[src/rtl/mem_bus_router.sv]
// Routes one CPU load/store at a time to fixed-latency RAM or ready-handshaked IO, or errors it.
// Ack after 1 (unmapped), 2 (RAM store), 2+RAM_LATENCY (RAM load) or ready+1 / IO_TIMEOUT+1 cycles; the CPU holds its request until the ack.
module mem_bus_router #(
  parameter int unsigned RAM_LATENCY = 1,
  parameter int unsigned IO_TIMEOUT  = 255
) (
  input  logic        clk,
  input  logic        rst,
  input  logic        cpu_req_i,
  input  logic        cpu_we_i,
  input  logic [29:0] cpu_addr_i,
  input  logic [31:0] cpu_wdata_i,
  input  logic [3:0]  cpu_be_i,
  output logic [31:0] cpu_rdata_o,
  output logic        cpu_ack_o,
  output logic        cpu_err_o,
  output logic [29:0] dec_addr_o,
  input  logic        ram_select_i,
  input  logic        io_select_i,
  output logic        ram_req_o,
  output logic        ram_we_o,
  output logic [25:0] ram_addr_o,
  output logic [31:0] ram_wdata_o,
  output logic [3:0]  ram_be_o,
  input  logic [31:0] ram_rdata_i,
  output logic        io_req_o,
  output logic        io_we_o,
  output logic [13:0] io_addr_o,
  output logic [31:0] io_wdata_o,
  output logic [3:0]  io_be_o,
  input  logic [31:0] io_rdata_i,
  input  logic        io_ready_i
);

  localparam int unsigned CW = $clog2(IO_TIMEOUT + 1);
  localparam int unsigned LW = (RAM_LATENCY > 1) ? $clog2(RAM_LATENCY) : 1;
  localparam logic [LW-1:0] LAT_INIT = LW'(RAM_LATENCY - 1);
  localparam logic [CW-1:0] TO_LAST  = CW'(IO_TIMEOUT - 1);

  typedef enum logic [2:0] {
    S_IDLE,
    S_RAM_CMD,
    S_RAM_WAIT,
    S_IO_WAIT,
    S_RESP
  } state_t;

  state_t          r_state;
  state_t          w_state_nxt;
  logic            r_we;
  logic [29:0]     r_addr;
  logic [31:0]     r_wdata;
  logic [3:0]      r_be;
  logic [CW-1:0]   r_cnt;
  logic [LW-1:0]   r_lat;
  logic [31:0]     r_rdata;
  logic            r_err;

  logic            w_accept;
  logic            w_unmapped;
  logic            w_lat_load;
  logic            w_lat_dec;
  logic            w_cap_ram;
  logic            w_cap_io;
  logic            w_timeout;
  logic            w_cnt_inc;

  always_ff @(posedge clk) begin
    if (rst) begin
      r_state <= S_IDLE;
    end else begin
      r_state <= w_state_nxt;
    end
  end

  always_comb begin
    w_state_nxt = r_state;
    w_accept    = 1'b0;
    w_unmapped  = 1'b0;
    w_lat_load  = 1'b0;
    w_lat_dec   = 1'b0;
    w_cap_ram   = 1'b0;
    w_cap_io    = 1'b0;
    w_timeout   = 1'b0;
    w_cnt_inc   = 1'b0;
    case (r_state)
      S_IDLE: begin
        if (cpu_req_i) begin
          w_accept = 1'b1;
          // RAM wins when the decoder flags both targets
          if (ram_select_i) begin
            w_state_nxt = S_RAM_CMD;
          end else if (io_select_i) begin
            w_state_nxt = S_IO_WAIT;
          end else begin
            w_unmapped  = 1'b1;
            w_state_nxt = S_RESP;
          end
        end
      end
      S_RAM_CMD: begin
        if (r_we) begin
          w_state_nxt = S_RESP;
        end else begin
          w_lat_load  = 1'b1;
          w_state_nxt = S_RAM_WAIT;
        end
      end
      S_RAM_WAIT: begin
        if (r_lat == '0) begin
          w_cap_ram   = 1'b1;
          w_state_nxt = S_RESP;
        end else begin
          w_lat_dec = 1'b1;
        end
      end
      S_IO_WAIT: begin
        // ready on the last allowed cycle still counts as success
        if (io_ready_i) begin
          w_cap_io    = 1'b1;
          w_state_nxt = S_RESP;
        end else if (r_cnt == TO_LAST) begin
          w_timeout   = 1'b1;
          w_state_nxt = S_RESP;
        end else begin
          w_cnt_inc = 1'b1;
        end
      end
      S_RESP: begin
        w_state_nxt = S_IDLE;
      end
      default: begin
        w_state_nxt = S_IDLE;
      end
    endcase
  end

  always_ff @(posedge clk) begin
    if (rst) begin
      r_we    <= 1'b0;
      r_addr  <= '0;
      r_wdata <= '0;
      r_be    <= '0;
      r_cnt   <= '0;
      r_lat   <= '0;
      r_rdata <= '0;
      r_err   <= 1'b0;
    end else begin
      if (w_accept) begin
        r_we    <= cpu_we_i;
        r_addr  <= cpu_addr_i;
        r_wdata <= cpu_wdata_i;
        r_be    <= cpu_be_i;
        r_cnt   <= '0;
        r_rdata <= '0;
        r_err   <= w_unmapped;
      end
      if (w_lat_load) begin
        r_lat <= LAT_INIT;
      end else if (w_lat_dec) begin
        r_lat <= r_lat - LW'(1);
      end
      if (w_cnt_inc) begin
        r_cnt <= r_cnt + CW'(1);
      end
      if (w_cap_ram) begin
        r_rdata <= ram_rdata_i;
      end
      if (w_cap_io) begin
        r_rdata <= r_we ? 32'h0 : io_rdata_i;
        r_err   <= 1'b0;
      end
      if (w_timeout) begin
        r_rdata <= 32'h0;
        r_err   <= 1'b1;
      end
    end
  end

  assign cpu_ack_o   = (r_state == S_RESP);
  assign cpu_rdata_o = cpu_ack_o ? r_rdata : 32'h0;
  assign cpu_err_o   = cpu_ack_o & r_err;
  assign dec_addr_o  = (r_state == S_IDLE) ? cpu_addr_i : r_addr;

  assign ram_req_o   = (r_state == S_RAM_CMD);
  assign ram_we_o    = r_we;
  assign ram_addr_o  = r_addr[25:0];
  assign ram_wdata_o = r_wdata;
  assign ram_be_o    = r_be;

  assign io_req_o    = (r_state == S_IO_WAIT);
  assign io_we_o     = r_we;
  assign io_addr_o   = r_addr[13:0];
  assign io_wdata_o  = r_wdata;
  assign io_be_o     = r_be;

endmodule

[config.mk]
export PLATFORM = sky130hd
export DESIGN_NAME = mem_bus_router
export DESIGN_NICKNAME = d
export VERILOG_FILES = /design/src/rtl/mem_bus_router.sv
export SDC_FILE = /design/constraint.sdc
export NUM_CORES = 1
export LEC_CHECK = 0
export ABC_AREA = 1
export BUFFER_PORTS_ARGS = -buffer_cell sky130_fd_sc_hd__clkbuf_2
export CAP_MARGIN = 25
export CORE_AREA = 2 2 121 123
export DETAILED_ROUTE_END_ITERATION = 16
export DIE_AREA = 0 0 123 125
export GPL_ROUTABILITY_DRIVEN = 0
export MAX_ROUTING_LAYER = met4
export PLACE_DENSITY = 0.84
export SKIP_CTS_REPAIR_TIMING = 1
export SLEW_MARGIN = 20
export SYNTH_ARGS = -nofsm -noshare
export SYNTH_HDL_FRONTEND = slang
export SYNTH_SLANG_ARGS = --single-unit
[constraint.sdc]
create_clock -name clk -period 1.6 [get_ports clk]
set_input_delay 0.32 -clock clk [delete_from_list [all_inputs] [get_ports clk]]
set_output_delay 0.32 -clock clk [all_outputs]
set_load 0.02 [all_outputs]
==> results.cfg, run 1 <==
[global_routing]
grt_antenna_before_repair = 1
grt_pass1_wl_um = 25700
grt_pass1_vias = 5484
global_route.usage.total_pct = 21.2
grt_start_max_net_pins = 82
grt_remaining_overflow = 0

[synthesis]
synthesis.instances = 922
synthesis.yosys.warnings = 0
part_of_the_yosys_area_used_for_sequential_elements_pct = 37.1
synth_cell_type_count = 22
synth-seq-cells = 112
cell_area_synth_sq_mm = 0.00604
syn_area_per_cell_sq_um = 6.55
postSynthNetCount = 1061

[cells_and_area]
post_route_cells_drive_above_1_share_pct = 45.6
layout_commonest_cell = sky130_fd_sc_hd__clkbuf_2
finish.utilization_pct = 66.5
nFillCells = 1116
layout_net_count = 1332
areaGrowthSynthToFinish_pct = 56.6
mostFrequentLayoutCells = sky130_fd_sc_hd__clkbuf_2, sky130_fd_sc_hd__nand2_1, sky130_fd_sc_hd__dfxtp_1

[route]
drt_first_iter_violations = 484
postRouteWirelength_um = 22900
vias = 7195
vias_cell = 5.21
first_pass_iters = 6
detail_route.drc_violations = 0
routedWlPerCell_um = 16.5
final_antenna_net_count = 0

[timing]
clock_skew_ns = 0.0106
worst_hold_slack_ns = 0.202
hold_viol_final = 0
grt_setup_unrepaired = true
finalSetupTns_ns = -17.26
slew_headroom_pct = 72.7
final.min_clock_period_ns = 1.90
least_setup_slack_across_all_paths_after_layout_ns = -0.302
report.final.slew_viol_count = 0
fmaxAchievable_mhz = 526
worst-slew-pin-transition_ns = 0.409
final-setup-viol-count = 85
post-route-period-util_pct = 119

[worst_setup_path]
critPathRequiredTime_ns = 1.28
cp_max_fo = 8
start_kind = register
worst_setup_path_end_kind = output port
critPathKind = register to output port
timing.reg2reg.setup_slack_ns = -0.07
critical_path_arrival_ns = 1.58

[floorplan]
coreArea_sq_mm = 0.0142
die_width_um = 123
design.portCount = 317
floorplan.initialDensity_pct = 42.5
die_y_um = 125
fp-row-count = 44
die_area_sq_mm = 0.0154

[power]
p_per_area_mw_per_mm2 = 1400
static-leakage-power_nw = 4.64
max-vdd-ir-drop_mv = 0.669

[placement]
dpl_worst_slack_ns = -0.0493
dp.final_hpwl_um = 12400
numPortBuffers = 316

[hold_path]
min_path_type = primary input to register

[run_status]
violations = negative setup slack
outcome = complete, but fails checks

[cts]
numCtsBuffers = 9
numClockSinks = 112
clock_tree.root_cell = sky130_fd_sc_hd__clkbuf_16
cts_tree = yes
clock_path_buffers = 2
clkSlewWorstSetupHoldPaths_ns = 0.08
clock_tree.htree_level_count = 3
worst_skew_pair.late_latency_ns = 0.35

[job]
maxCapViolations = 0
## critical path: stages (launching register included)
cell and delay, ns:
sky130_fd_sc_hd__dfxtp_4 0.37, sky130_fd_sc_hd__nor3_4 0.22, sky130_fd_sc_hd__buf_12 0.18, sky130_fd_sc_hd__clkbuf_16 0.17
sky130_fd_sc_hd__buf_6 0.10, sky130_fd_sc_hd__o21ai_2 0.06, sky130_fd_sc_hd__buf_6 0.13
## synthesized netlist by cell type
cell type                  number  area (sq um)
sky130_fd_sc_hd__a21oi_1       75           375
sky130_fd_sc_hd__buf_1          1          3.75
sky130_fd_sc_hd__buf_2         21           105
sky130_fd_sc_hd__buf_4         81           608
sky130_fd_sc_hd__clkbuf_1      37           139
sky130_fd_sc_hd__clkinv_1       1          3.75
sky130_fd_sc_hd__dfxtp_1      112          2240
sky130_fd_sc_hd__ha_1           2          25.0
sky130_fd_sc_hd__inv_1         84           315
sky130_fd_sc_hd__inv_4          1          6.26
sky130_fd_sc_hd__nand2_1      233           875
sky130_fd_sc_hd__nand2_2        2          12.5
sky130_fd_sc_hd__nand3_1       52           260
sky130_fd_sc_hd__nand3_2        1          10.0
sky130_fd_sc_hd__nand3b_1       2          15.0
sky130_fd_sc_hd__nand4_1       34           213
sky130_fd_sc_hd__nor2_1       109           409
sky130_fd_sc_hd__nor2_4         3          33.8
sky130_fd_sc_hd__nor3_1         4          20.0
sky130_fd_sc_hd__nor3_4         2          32.5
sky130_fd_sc_hd__o21ai_0       63           315
sky130_fd_sc_hd__xnor2_1        2          17.5
## registers in the layout, indices dropped and copies added, names as in the netlist
register / flops
io_wdata_o: 32
r_rdata: 32
r_addr: 30
r_cnt: 8
io_be_o: 4
r_state: 3
io_we_o: 1
r_err: 1
r_lat: 1
## layer usage
metal  share of wire (%)  up-vias  GRT usage, %
met5                   0        -             -
met4                 4.1        0          7.49
met3                 8.2       88          3.60
met2                  50      430          36.1
met1                  38     3291          25.1
li1                    -     3386             -
## cell families (layout without fill, tap and decap cells)
family / count (synthesis) / in the layout / synth area share (%)
and+or+nand+nor: 442 / 442 / 31.2
AOI/OAI and AO/OA: 138 / 138 / 11.4
DFF: 112 / 112 / 37.1
adders and majority gates: 2 / 2 / 0.414
xor gates and xnor gates: 2 / 2 / 0.290
other: 0 / 1 / 0
buffers and inverters: 226 / 501 / 19.6
## report_power, final
group / switching (mW) / total, mW / internal (mW)
clock: 1.08 / 2.62 / 1.54
sequential: 0.283 / 3.56 / 3.27
combinational: 4.00 / 7.02 / 3.02
## per-stage QoR
stage	instance area, sq um	instances	total power, mW
final	9450	1382	13.2
after global routing	9450	1382	13.8
after CTS	7840	1340	10.8
after detailed placement	7500	1325	8.16
after global placement	7500	1325	8.07
after floorplan	6110	922	6.94
## path summary, 6_finish.rpt
| check | start | endpoint | cells after the start |
|---|---|---|---|
| worst min-delay path | cpu_be_i[3] | io_be_o[3] | 3 |
| worst max register to register | r_state[2] | r_rdata[8] | 7 |
| worst max-delay path | r_state[1] | dec_addr_o[14] | 6 |
| worst min register to register | r_addr[27] | r_addr[27] | 2 |
## cell type report
cell class / instances / area [sq um] / area share, %
multi-input cells: 584 / 3150 / 33.3
clock inverters: 6 / 116 / 1.23
clock buffers: 9 / 225 / 2.38
inverters: 86 / 333 / 3.52
flip-flops and latches: 112 / 2250 / 23.8
diodes: 1 / 2.50 / 0.0265
repair buffers: 400 / 3140 / 33.2
well taps: 184 / 230 / 2.44
Note: power is estimated with default switching activity, not from simulation.
==> inputs of run 2 (changes only) <==
ABC_AREA = 0   (was 1)
PLACE_DENSITY = 0.8   (was 0.84)
==> results.cfg, run 2 <==
[power]
static-leakage-power_nw = 3.88
share_clk_of_total_power_pct = 25.5
p_per_area_mw_per_mm2 = 1120
power_mw = 9.39
max-vdd-ir-drop_mv = 0.487
power_frac_comb_pct = 39.7
part_of_the_power_in_registers_pct = 34.8
netSwitchingPower_mw = 3.34
power.internal_mw = 6.05
power_switching_share_pct = 35.6

[synthesis]
yosysTopAreaCell = sky130_fd_sc_hd__dfxtp_1
synth_top_cell_area_share_pct = 40.4
synthXorXnorAreaFrac_pct = 0
synth-edff-count = 0
yosys-top-cells-count = sky130_fd_sc_hd__nand2_1, sky130_fd_sc_hd__dfxtp_1, sky130_fd_sc_hd__a21oi_1, sky130_fd_sc_hd__buf_4, sky130_fd_sc_hd__and2_1
synth.mux.area_fraction_pct = 6.08
synth_cell_type_count = 41
synthesis.instances = 683
syn_area_per_cell_sq_um = 8.13
synth-simple-area-share_pct = 21.0
synth.most_common_cell = sky130_fd_sc_hd__nand2_1
synthesis.yosys.warnings = 0
synth.area.top_cells = sky130_fd_sc_hd__dfxtp_1, sky130_fd_sc_hd__nand2_1, sky130_fd_sc_hd__buf_4
async_reset_ff_share_pct = 0
cell_area_synth_sq_mm = 0.00556
postSynthNetCount = 822
part_of_the_yosys_area_used_for_sequential_elements_pct = 40.4
synth_compound_gate_area_share_pct = 17.2
ys.flop_type = sky130_fd_sc_hd__dfxtp_1
synth-seq-cells = 112
synth_top_family_by_area = simple AND/OR/NAND/NOR gates
synth-adder-area-share_pct = 0.450

[cts]
clock_tree.root_cell = sky130_fd_sc_hd__clkbuf_16
numClockSinks = 112
clkSlewWorstSetupHoldPaths_ns = 0.08
numCtsBuffers = 9
worst_skew_pair.late_latency_ns = 0.35
clock_tree.htree_level_count = 3
clock_path_buffers = 2
cts_tree = yes

[route]
postRouteWirelength_um = 19500
vias = 5886
first_pass_iters = 7
final_antenna_net_count = 0
drt_first_iter_violations = 282
detail_route.drc_violations = 0
vias_cell = 5.20
routedWlPerCell_um = 17.2

[floorplan]
fp-row-count = 44
die_y_um = 125
coreArea_sq_mm = 0.0142
die_width_um = 123
die_area_sq_mm = 0.0154
floorplan.initialDensity_pct = 39.1
design.portCount = 317

[placement]
place.detailed.instances = 1086
dpl_worst_slack_ns = -0.0532
numPortBuffers = 316
dp.final_hpwl_um = 11400
placement.cell_area_sq_mm = 0.00694

[worst_setup_path]
worst_setup_path_end_kind = output port
worstPathCellList = nor3_4, buf_12, clkbuf_16, mux2_2, clkbuf_2
start_kind = register
cp_max_fo = 14
r2r_start = r_state[2]
cpMaxStageDelayCell = sky130_fd_sc_hd__dfxtp_4
path_depth = 5
crit-reg2reg-capture = r_addr[13]
critPathKind = register to output port
critical_path_arrival_ns = 1.75
crit_path_end = dec_addr_o[25]
critPathRequiredTime_ns = 1.28
worstRegToRegCells = 7
crit_start = r_state[2]
timing.reg2reg.setup_slack_ns = -0.06
timing.critical_path.buf_inv = 3
critPathTopFamily = buffers and inverters
max_stage_delay_ns = 0.36

[timing]
fmaxAchievable_mhz = 483
hold_viol_final = 0
slew_headroom_pct = 75.1
clock_skew_ns = 0.0101
report.final.slew_viol_count = 0
grt_setup_unrepaired = true
least_setup_slack_across_all_paths_after_layout_ns = -0.469
worst-slew-pin-transition_ns = 0.373
final-setup-viol-count = 141
worst_hold_slack_ns = 0.176
post-route-period-util_pct = 129
final.min_clock_period_ns = 2.07

[global_routing]
grt_antenna_before_repair = 0
grt_pass1_vias = 4944
grt_start_max_net_pins = 44
global_route.usage.total_pct = 19.8
grt_remaining_overflow = 0
grt_pass1_wl_um = 23800

[hold_path]
min_path_type = primary input to register

[job]
maxCapViolations = 0

[cells_and_area]
layout_net_count = 1083
mostFrequentLayoutCells = sky130_fd_sc_hd__clkbuf_2, sky130_fd_sc_hd__nand2_1, sky130_fd_sc_hd__dfxtp_1
diodes = 0
final-instance-count-excl-fill = 1133
final_non_filler_cell_area_sq_mm = 0.00841
post_route_cells_drive_above_1_share_pct = 51.4
layout_commonest_cell = sky130_fd_sc_hd__clkbuf_2
areaGrowthSynthToFinish_pct = 51.4

[run_status]
outcome = complete, but fails checks
violations = negative setup slack
run 2: worst min-delay path: stages:
cell,delay (ns)
sky130_fd_sc_hd__clkbuf_2,0.08
sky130_fd_sc_hd__nand2_1,0.04
sky130_fd_sc_hd__a21oi_1,0.05
run 2: cell type report:
type	count	area, sq um
Timing Repair Buffer	377	2840
Clock inverter	6	76.3
Inverter	2	7.51
Multi-Input combinational cell	442	2760
Tap cell	184	230
Clock buffer	10	239
Sequential cell	112	2250
Fill cell	1224	5790
run 2: kinds of logic after synthesis:
kind of cell / after synthesis
AOI/OAI and AO/OA: 159
muxes: 30
and+or+nand+nor: 251
adders and majority gates: 2
DFF: 112
buffers and inverters: 129
run 2: stage by stage:
stage	TNS [ns]	utilization [%]
after floorplan	-0.00420	-
after global placement	-0.244	48.8
after detailed placement	-1.07	48.8
after CTS	-25.85	51.1
after global routing	-35.53	59.2
final	-25.68	59.2
run 2: worst min path at each step:
| stage | start | to | slack [ns] | depth (start not counted) |
|---|---|---|---|---|
| 6_report | ram_rdata_i[6] | r_rdata[6] | 0.18 | 3 |
| 5_1_grt | cpu_wdata_i[7] | io_wdata_o[7] | 0.17 | 3 |
| 4_1_cts | ram_rdata_i[6] | r_rdata[6] | 0.17 | 3 |
| 3_5_place_dp | r_addr[28] | r_addr[28] | 0.46 | 2 |
| 3_3_place_gp | r_addr[29] | r_addr[29] | 0.45 | 2 |
| 2_1_floorplan | r_addr[26] | r_addr[26] | 0.43 | 2 |
run 2: power groups by stage:
stage	sequential [mW]	clock, mW	combinational, mW
final	3.26	2.39	3.73
after global routing	3.29	2.57	3.95
after CTS	3.25	2.45	2.81
after detailed placement	3.31	0	2.80
after global placement	3.30	0	2.77
after floorplan	3.38	0	1.93
run 2: layer usage:
layer	GRT usage [%]	share of wire, %
met1	23.2	39
met3	2.92	6.7
met4	6.82	2.3
met2	34.2	52
met5	-	0
